### src/rtl/apb_master_bridge.sv
// rtl/apb_master_bridge.sv - single-beat command to APB SETUP/ACCESS initiator
// One command in flight; response reports read data, slave error and wait timeout.
module apb_master_bridge #(
    parameter int ADDR_W  = 8,
    parameter int DATA_W  = 8,
    parameter int TIMEOUT = 16
) (
    input  logic              pclk,
    input  logic              preset,
    input  logic              cmd_valid,
    output logic              cmd_ready,
    input  logic              cmd_write,
    input  logic [ADDR_W-1:0] cmd_addr,
    input  logic [DATA_W-1:0] cmd_wdata,
    output logic              rsp_valid,
    output logic [DATA_W-1:0] rsp_rdata,
    output logic              rsp_err,
    output logic              rsp_timeout,
    output logic              psel,
    output logic              penable,
    output logic              pwrite,
    output logic [ADDR_W-1:0] paddr,
    output logic [DATA_W-1:0] pwdata,
    input  logic [DATA_W-1:0] prdata,
    input  logic              pready,
    input  logic              pslverr
);

    localparam int CNT_W = $clog2(TIMEOUT) + 1;
    localparam logic [CNT_W-1:0] WAIT_LAST = CNT_W'(TIMEOUT - 1);

    localparam logic [1:0] IDLE   = 2'd0;
    localparam logic [1:0] SETUP  = 2'd1;
    localparam logic [1:0] ACCESS = 2'd2;
    localparam logic [1:0] RESP   = 2'd3;

    logic [1:0]       state;
    logic [CNT_W-1:0] wait_cnt;

    assign cmd_ready = (state == IDLE);

    always_ff @(posedge pclk or posedge preset) begin
        if (preset) begin
            state       <= IDLE;
            wait_cnt    <= '0;
            psel        <= 1'b0;
            penable     <= 1'b0;
            pwrite      <= 1'b0;
            paddr       <= '0;
            pwdata      <= '0;
            rsp_valid   <= 1'b0;
            rsp_rdata   <= '0;
            rsp_err     <= 1'b0;
            rsp_timeout <= 1'b0;
        end else begin
            rsp_valid <= 1'b0;
            case (state)
                IDLE: begin
                    if (cmd_valid) begin
                        pwrite <= cmd_write;
                        paddr  <= cmd_addr;
                        pwdata <= cmd_wdata;
                        psel   <= 1'b1;
                        state  <= SETUP;
                    end
                end
                SETUP: begin
                    penable  <= 1'b1;
                    wait_cnt <= '0;
                    state    <= ACCESS;
                end
                ACCESS: begin
                    // pslverr and prdata only count on the cycle the slave says ready
                    if (pready) begin
                        psel        <= 1'b0;
                        penable     <= 1'b0;
                        rsp_valid   <= 1'b1;
                        rsp_err     <= pslverr;
                        rsp_timeout <= 1'b0;
                        rsp_rdata   <= (!pwrite && !pslverr) ? prdata : '0;
                        state       <= RESP;
                    end else if (wait_cnt == WAIT_LAST) begin
                        psel        <= 1'b0;
                        penable     <= 1'b0;
                        rsp_valid   <= 1'b1;
                        rsp_err     <= 1'b1;
                        rsp_timeout <= 1'b1;
                        rsp_rdata   <= '0;
                        state       <= RESP;
                    end else begin
                        wait_cnt <= wait_cnt + 1'b1;
                    end
                end
                RESP: begin
                    state <= IDLE;
                end
                default: begin
                    state <= IDLE;
                end
            endcase
        end
    end

endmodule

### config.mk
export PLATFORM = sky130hd
export DESIGN_NAME = apb_master_bridge
export DESIGN_NICKNAME = d
export VERILOG_FILES = /design/src/rtl/apb_master_bridge.sv
export SDC_FILE = /design/constraint.sdc
export NUM_CORES = 1
export LEC_CHECK = 0
export ABC_AREA = 0
export ABC_CLOCK_PERIOD_IN_PS = 3650
export CAP_MARGIN = 20
export CORE_ASPECT_RATIO = 1.75
export CORE_MARGIN = 4
export CORE_UTILIZATION = 46
export CTS_BUF_LIST = sky130_fd_sc_hd__clkbuf_16
export DETAILED_ROUTE_END_ITERATION = 10
export PLACE_DENSITY_LB_ADDON = 0.15
export REMOVE_ABC_BUFFERS = 1
export SLEW_MARGIN = 20
export SYNTH_ARGS = -nofsm -noshare
export SYNTH_HDL_FRONTEND = slang
export SYNTH_SLANG_ARGS = --single-unit
### constraint.sdc
create_clock -name pclk -period 3.65 [get_ports pclk]
set_input_delay 0.5475 -clock pclk [delete_from_list [all_inputs] [get_ports pclk]]
set_output_delay 0.5475 -clock pclk [all_outputs]
set_load 0.01 [all_outputs]
## Yosys cells after proc, flatten, opt, wreduce, memory -nomap -nowiden

Index checks and enable logic that the tools add are counted.

- Bits in registers: 37
- Output and inout port bits: 31

- Add/sub/neg operators: 1
- Equal/unequal tests: 8
- Multiplexer cells: 21
- Reductions and logical operators: 13

Operators by type and width:

| kind | number |
|---|---|
| 8-bit 2-to-1 mux | 3 |
| 5-bit 2-to-1 mux | 2 |
| 5-bit one-hot mux with 2 select lines | 1 |
| 1-bit 2-to-1 mux | 9 |
| 2-bit one-hot mux with 4 select lines | 1 |
| 2-bit AND reduction | 4 |
| 2-bit 2-to-1 mux | 3 |
| 2-bit != test, second input constant | 3 |
| 3-bit AND reduction | 2 |
| 2-bit nonzero test | 3 |
| 5-bit by 1-bit adder with 5-bit output, second input constant | 1 |
| 5-bit by 4-bit equality test with 1-bit output, second input constant | 1 |
| 2-bit equality test, second input constant | 2 |
| 1-bit one-hot mux with 2 select lines | 2 |
| 3-bit != test, second input constant | 1 |
| 2-bit by 1-bit equality test with 1-bit output, second input constant | 1 |
| 1-bit zero test | 2 |
| 2-bit zero test | 1 |
| 1-bit logical AND | 1 |

## Logic depth before layout (Yosys ltp)

Gate-level depths: netlist of the first run.

- Word-level depth: 4
- Mapped depth: 7
- Mapped depth without buffers: 7

## Worst setup path before layout of the first run

OpenSTA, ideal clock, no wires.

- Kind: register -> register
- From: reg wait_cnt[0]
- To: reg wait_cnt[2]
- Data arrival time: 1.659 ns
- Data required time: 3.525 ns
- Setup slack: 1.866 ns
- Stages on the path, launching flop included: 7
- Period minus slack after synthesis: 1.784 ns
- Cell sequence: dfrtp_1 ha_1 and3_1 ha_1 or3b_2 a21oi_1 mux2i_1

- Word-level cells in the longest chain between the ends: 4

Ends and longest elaborated chain:

| item | line | source |
|---|---|---|
| from (decl) | 38 | `logic [CNT_W-1:0] wait_cnt;` |
| from (signal assigned) | 91 | `wait_cnt <= wait_cnt + 1'b1;` |
| 5-bit by 1-bit adder with 5-bit output | 91 |  |
| 5-bit 2-to-1 mux | 82 | `end else if (wait_cnt == WAIT_LAST) begin` |
| 5-bit 2-to-1 mux | 74 | `if (pready) begin` |
| 5-bit one-hot mux with 2 select lines | 57 | `case (state)` |

Parallel ways exist; a longest one is shown, timed or not. The select of a mux whose other input is x is not followed.
A chain may end at the register's enable or synchronous reset.

## Worst setup path in the final report of the first run

- From: reg state[0]
- To: out cmd_ready

- Word-level cells in the longest chain between the ends: 1

Ends and longest elaborated chain:

| item | line | source |
|---|---|---|
| from (decl) | 37 | `logic [1:0] state;` |
| from (signal assigned) | 44 | `state <= IDLE;` |
| from (signal assigned) | 64 | `state <= SETUP;` |
| from (signal assigned) | 70 | `state <= ACCESS;` |
| 2-bit zero test | 40 | `assign cmd_ready = (state == IDLE);` |
| to (decl) | 11 | `output logic cmd_ready,` |

No other way between the ends.

==> results summary, run 1 <==
The global-route met3 utilization came out at 4.97%. The sequential cell area fraction in the yosys report is about three fifths. The largest fanout of any net on the critical path is 5.

The count of endpoints failing setup in the final report came out at 0. The async set-reset flop share out of synthesis is 100%. For the worst setup path, the data required time is 3.10 ns.

The final worst hold slack came out at 0.502 ns. After detailed routing, the average wire length per cell comes to 15.4 um. The path with the worst hold slack has its endpoint at paddr[3]$_DFFE_PP0P_. The arrival time of data at the critical path endpoint is ~1.6 ns. In this run the critical register-to-register path is launched from wait_cnt[0]$_DFFE_PP0P_. The worst register-to-register path ends at wait_cnt[3]$_DFFE_PP0P_. The main flop type after synthesis is dfrtp_1. Counting flops with a built-in enable in the synthesized netlist gives 0.

Clock tree synthesis selected as its root buffer the cell clkbuf_16. The count of instances resized after the clock tree is built came out at 0. The length of the first detailed-routing pass in iterations is 4. In this run the post-CTS setup repair buffer count came out at 0. The estimated wirelength of the detail-placed design is 2.53 mm.

The core region is 0.00318 mm^2. The number of remaining DRC errors came out at 0. Traced cell by cell, the critical path runs through inv_1 -> ha_1 -> clkdlybuf4s50_1. The H-tree was split into 2 levels. The share of post-route cells with drive strength above 1 is 24.4%.

The sum of negative setup slack came out at 0 ns. The worst setup path is captured at a primary output. Across all register-to-register paths, the minimum setup slack is 1.69 ns. The count of buffering cells on the critical path with inverters included is 2.

In this run the most critical hold path is launched from paddr[3]$_DFFE_PP0P_. The average size of a mapped cell came out at 14.0 um^2. The area overhead of the layout relative to synthesis came out at 52.0%. After floorplanning, the core was divided into 27 placement rows.

Excluding fillers, the count of instances in the completed layout stands at ~220. After clock tree synthesis, the clock-pin slew on the worst setup and hold paths is 0.05 ns. The worst setup path is launched from a register.

Setup repair after global routing left no endpoint under its margin. After detailed routing, the number of vias per cell comes to 5.21. Leaving out fill and tap cells, the most frequent cell in the layout is clkdlybuf4s50_1. The number of cells in the design after placement is 211.

The number of nets with antenna violations after detailed routing is 0. The delay of the slowest critical-path stage is 0.57 ns. The number of clock buffers added by TritonCTS is 5. In this run, distinct cell masters in the synthesized netlist total 26. The floorplan die width came out at 51.6 um. The number of max-cap violations is 0. The final layout contains between 200 and 250 nets. The y dimension of the die is 84.2 um. The post-route worst setup slack came out at 1.54 ns. The count of final hold-check violations is 0. The pin count of the biggest net entering global routing is 38. The flow ran to the end, and the final reports show no timing, DRC or antenna violations. The minimum period implied by the final worst setup slack is between 2 and 2.5 ns. The achievable clock frequency came out at 0.475 GHz. The worst ir drop on vdd is ~0.61 mV. OpenSTA, run right after detailed placement, puts the worst setup slack at about 1.7 ns. The number of port buffers is 60. In the synthesized netlist, the number of instances is 109. The number of inserted diodes came out at 0. The global routing met1 resource utilization is 17.9%. The netlist area before placement is ~0.0015 mm^2. The number of max-slew violations in the final report is 0. The worst pin sits at a relative slew slack of approximately 70%. The die covers 0.00434 mm^2. The kind of cell with the highest combined delay along the critical path is buffers and inverters. The number of buffers inserted for hold repair after clock tree synthesis came out at 0. The number of global-route vias before repair is between 1000 and 1500. TritonCTS built the clock tree. The clock latency at the later pin of the worst-skew pair is about 0.28 ns.

The effective utilization at floorplan is between 40% and 50%. The share of the clock period used by the worst path is around 58%. In the layout the commonest cells are 60 x clkdlybuf4s50_1, 37 x dfrtp_1, 18 x mux2_2, 8 x a22o_2, 6 x inv_1. Wires add up to between 3 and 4 mm. After global routing the overflow that remains totals 0. Summed over all cells, the static leakage comes to 1.02 nW. The final estimated routing congestion in global placement is between 0.8 and 0.9. The all-layer global routing usage came out at 16.7%.

The filler cells instantiated in the layout total 248. The worst-case clock buffer depth came out at 2. The global-route track usage on met2 came out at 28.2%.

Dividing total power by cell area gives a power density of 796 mW/mm^2. The detailed router finished its first iteration with 8 violations. The largest individual stage delay along the critical path comes from the cell clkdlybuf4s50_1. The count of warnings emitted by yosys is 0. The busiest layer in global routing is met2. Synthesis inferred 37 register bits. The depth of the most critical reg-to-reg path came out at 7. The number of antenna violations at the first check in global routing came out at 0. The final route contains about 1100 vias. The worst setup path is of the register to primary output kind.

The worst-margin pin slew came out at 0.459 ns. The cell depth of the worst min-delay path came out at 1. Between clock sinks in the finished design, the worst skew comes to 0.00639 ns. In this run the count of I/O pins placed on the die edge is 61. The min-delay analysis places its worst path in the category register to register. The power after layout is 1.85 mW. The TritonCTS sink count came out at 37. The first global-routing pass estimated 5.47 mm of wire.
## sequential cells by signal, summed over array words and instances, names as in the netlist
| name | cells |
|---|---|
| rsp_err | 1 |
| state | 2 |
| penable | 1 |
| paddr | 8 |
| wait_cnt | 5 |
| rsp_valid | 1 |
| pwrite | 1 |
| rsp_timeout | 1 |
| rsp_rdata | 8 |
| psel | 1 |
| pwdata | 8 |
## routing by layer
layer  up-vias  share of wire, %
met5         -                 0
met4         0               4.4
li1        524                 -
met3        14               7.0
met2        57                50
met1       545                39
## metrics by stage
step	utilization (%)	area (um^2)
global route	73.1	2320
floorplan	-	1520
detailed placement	68.6	2180
finish	73.1	2320
CTS	73.1	2320
global placement	68.6	2180
## worst max-delay path by stage
stage          cells after the start                      end                     from  slack, ns
3_5_place_dp                       5  wait_cnt[3]$_DFFE_PP0P_                   pready       1.66
6_report                           3                cmd_ready     state[0]$_DFFE_PP0P_       1.54
4_1_cts                            3                cmd_ready     state[0]$_DFFE_PP0P_       1.53
3_3_place_gp                       5  wait_cnt[3]$_DFFE_PP0P_                   pready       1.73
5_1_grt                            3                cmd_ready     state[0]$_DFFE_PP0P_       1.47
2_1_floorplan                      6  wait_cnt[2]$_DFFE_PP0P_  wait_cnt[0]$_DFFE_PP0P_       1.87
## worst reg2reg max path, stage by stage, from the launching register on
cell,delay [ns]
dfrtp_1,0.42
ha_1,0.24
and3_1,0.19
ha_1,0.25
o21ai_4,0.31
inv_2,0.10
nor4_2,0.25
o21bai_1,0.14
## cell usage after synthesis (2+ instances only)
library cell  instances  area share (%)
a21oi_1               5             1.6
a22o_1                2             1.1
a22o_2                8             5.2
buf_2                 2            0.66
dfrtp_1              37              61
ha_1                  4             3.3
inv_1                 6             1.5
mux2_2               18              13
mux2i_1               2             1.3
nand2_1               4            0.98
nor2_1                2            0.49
o21ai_0               5             1.6
## cell type report
type,count,area [um^2],share of cell area [%]
well taps,43,53.8,2.32
flip-flops and latches,37,926,39.9
inverters,7,26.3,1.13
clock buffers,5,125,5.39
multi-input cells,63,566,24.4
clock inverters,3,17.5,0.754
repair buffers,61,608,26.2
## logic make-up (layout without fill, tap and decap cells)
kind of cell               after synthesis  in the layout  share of synthesized area, %
and+or+nand+nor                         15             15                          6.72
muxes                                   20             20                          14.6
adders and majority gates                4              4                          3.28
AOI/OAI and AO/OA                       24             24                          12.4
buffers and inverters                    9             76                          2.37
DFF                                     37             37                          60.6
## where the power goes
group          internal (mW)  switching (mW)  leakage (nW)  total, mW
sequential             0.571          0.0852         0.461      0.656
combinational          0.461           0.324         0.487      0.785
clock                  0.250           0.158        0.0696      0.408
total                   1.28           0.567          1.02       1.85
Power figures use the tool's default switching activity.
==> inputs of run 2 (changes only) <==
ABC_CLOCK_PERIOD_IN_PS = 1700   (was 3650)
CORE_UTILIZATION = 38   (was 46)
clock period = 1.7 ns   (was 3.65 ns; I/O delays follow)
==> results summary, run 2 (synthesis results as in run 1) <==
Most frequent cells in the layout: 59 x clkdlybuf4s50_1, 37 x dfrtp_1, 18 x mux2_2, 8 x a22o_2, 8 x buf_4 (was 60 x clkdlybuf4s50_1, 37 x dfrtp_1, 18 x mux2_2, 8 x a22o_2, 6 x inv_1). The detailed-route vias per instance is 4.87 (was 5.21). The number of nets with antenna violations after detailed routing came out at 0 (unchanged). The number of port buffers is 60 (unchanged). The type of destination of the critical path is a register (was primary output).

The kind of cell adding the most delay to the critical path is simple AND/OR/NAND/NOR gates (was buffers and inverters). The number of global-route vias before repair came out at 1172 (was 1232). The number of remaining DRC errors is 0 (unchanged). The pin count of the biggest net entering global routing came out at 38 (unchanged). The type of the setup path with the least slack was register to register (was register to primary output).

The arrival time of data at the critical path endpoint is 1.79 ns (was 1.56 ns). The sum of negative setup slack is 0 ns (unchanged). The required time at the endpoint of the critical path came out at 1.84 ns (was 3.10 ns).

The total of fill cells in the finished design is 296 (was 248). The commonest non-fill, non-tap cell in the layout is clkdlybuf4s50_1 (unchanged). The area overhead of the layout relative to synthesis was 56.8% (was 52.0%). The floorplan die area came out at 0.00514 mm^2 (was 0.00434 mm^2).

The power after layout was 3.99 mW (was 1.85 mW). The floorplan die width is 55.9 um (was 51.6 um). The clock latency at the later pin of the worst-skew pair was 0.27 ns (was 0.28 ns). The count of H-tree levels built during CTS is 2 (unchanged). The number of inserted diodes came out at 0 (unchanged). The number of antenna violations at the first check in global routing is 0 (unchanged). The y dimension of the die came out at 91.9 um (was 84.2 um). The TritonCTS sink count is 37 (unchanged). The per-cell routed wire length is 15.0 um (was 15.4 um).

The global-route met3 utilization came out at 4.37% (was 4.97%). The global-route track usage on met2 was 24.6% (was 28.2%). The core box area is 0.00387 mm^2 (was 0.00318 mm^2). Worst-path cell chain: ha_2 -> and3_4 -> ha_4 -> or3b_4 -> a21oi_2 -> mux2i_1 (was inv_1 -> ha_1 -> clkdlybuf4s50_1). The worst relative slew slack came to 69.7% (was 69.4%). The depth of the most critical reg-to-reg path is 6 (was 7). The number of violations reported at the end of detailed-routing iteration 0 is 10 (was 8). The delay of the slowest critical-path stage was 0.38 ns (was 0.57 ns). The global-route wire length before repair was 5.65 mm (was 5.47 mm). The worst-margin pin slew came out at 0.455 ns (was 0.459 ns). The class of the worst hold path was primary input to async pin (was register to register). The count of buffering cells on the critical path with inverters included came to 0 (was 2). Status: finished clean (unchanged). The global-route congestion overflow total came out at 0 (unchanged). The CTS tree is done (unchanged).

Largest registers: paddr: 8 flops, pwdata: 8 flops, rsp_rdata: 8 flops (unchanged). The critical-path cell with the highest stage delay is dfrtp_1 (was clkdlybuf4s50_1). The worst ir drop on vdd came to 1.01 mV (was 0.609 mV). The achievable clock frequency came out at between 0.6 and 0.7 GHz. The share of post-route cells with drive strength above 1 came out at 29.3% (was 24.4%).

The count of endpoints failing setup in the final report came out at 0 (unchanged). The global routing met1 resource utilization is 15.7% (was 17.9%). The cell at the root of the clock tree is clkbuf_16 (unchanged). The largest fanout of any net on the critical path came out at 5 (unchanged). The maximum clock skew at final layout came to 0.00614 ns (was 0.00639 ns). The element type at the critical path start was a register (unchanged).

The length of the first detailed-routing pass in iterations is 4 (unchanged). The effective utilization at floorplan is 39.5% (was 48.1%). The total I/O pin count came out at 61 (unchanged). The number of placement rows is 30 (was 27). The total wire length after detailed routing is 3.44 mm (was 3.38 mm). The number of max-cap violations came out at 0 (unchanged). The critical path depth in cells is 6 (was 3).

The clock transition at the registers of the reported paths is 0.05 ns (about the same). The busiest layer in global routing is met2 (unchanged). The via count came out at 1116 (was 1140). The all-layer global routing usage came out at 14.1% (was 16.7%). The leakage component of the power came out at 1.05 nW (was 1.02 nW).

The share of the clock period used by the worst path is 96.7%. The TritonCTS buffer count is 5 (unchanged). The minimum period implied by the final worst setup slack is 1.64 ns.

The post-layout net count is 216 (was 209). The final estimated routing congestion in global placement was 0.795 (was 0.832). The count of final hold-check violations is 0 (unchanged). The number of buffers inserted for hold repair after clock tree synthesis came to 0 (unchanged). The estimated wirelength of the detail-placed design came out at 2.60 mm (was 2.53 mm). The number of max-slew violations in the final report is 0 (unchanged). The worst-case clock buffer depth is 2 (unchanged). The power density over the cells came out at 1660 mW/mm^2 (was 796 mW/mm^2).
run 2: through the flow:
step                      cell area (um^2)  hold WS, ns  std cells  setup WS (ns)  utilization [%]
after global placement                2230        0.476        222        -0.0356             57.7
after global routing                  2400        0.453        229      -0.000600             62.0
after floorplan                       1520        0.341        107        -0.0840                -
after CTS                             2370        0.418        228        -0.0768             61.3
final                                 2400        0.407        229         0.0567             62.0
after detailed placement              2230        0.490        222         -0.127             57.7
run 2: power breakdown:
group / internal, mW / total [mW] / leakage (nW) / switching [mW]
clock network: 0.522 / 0.820 / 0.0655 / 0.298
registers: 1.23 / 1.40 / 0.461 / 0.174
logic: 1.05 / 1.77 / 0.523 / 0.721
run 2: layout make-up:
class / instances / area (um^2) / share of cell area [%]
Clock buffer: 5 / 125 / 5.22
Inverter: 7 / 26.3 / 1.10
Multi-Input combinational cell: 63 / 594 / 24.8
Tap cell: 48 / 60.1 / 2.51
Timing Repair Buffer: 68 / 659 / 27.5
Sequential cell: 37 / 926 / 38.6
Clock inverter: 1 / 5.00 / 0.209
run 2: repair_timing:
item	CTS	global route
hold endpoints to repair	0	0
resized for setup	4	4
setup endpoints to repair	4	7
pin swaps	0	5
buffers inserted	0	2
run 2: worst register-to-register path: cells and delay by family (launching register included):
family / cells / cell delay [ns]
compound gates: 1 / 0.13
fa+ha+maj: 2 / 0.37
simple gates: 2 / 0.56
mux: 1 / 0.09
flops: 1 / 0.38
run 2: worst paths after layout:
check | startpoint | end | slack (ns)
setup reg to reg | wait_cnt[1]$_DFFE_PP0P_ | wait_cnt[2]$_DFFE_PP0P_ | 0.06
hold reg to reg | rsp_rdata[7]$_DFFE_PP0P_ | rsp_rdata[7]$_DFFE_PP0P_ | 0.50
min in group pclk | rsp_rdata[7]$_DFFE_PP0P_ | rsp_rdata[7]$_DFFE_PP0P_ | 0.50
max in group asynchronous | preset | state[1]$_DFFE_PP0P_ | 0.97
setup / recovery | wait_cnt[1]$_DFFE_PP0P_ | wait_cnt[2]$_DFFE_PP0P_ | 0.06
hold / removal | preset | pwdata[6]$_DFFE_PP0P_ | 0.41
run 2: routing by layer:
metal	up-vias	routed length (um)
met5	-	0
met2	40	1860
li1	541	-
met4	0	41
met1	531	1330
met3	4	204
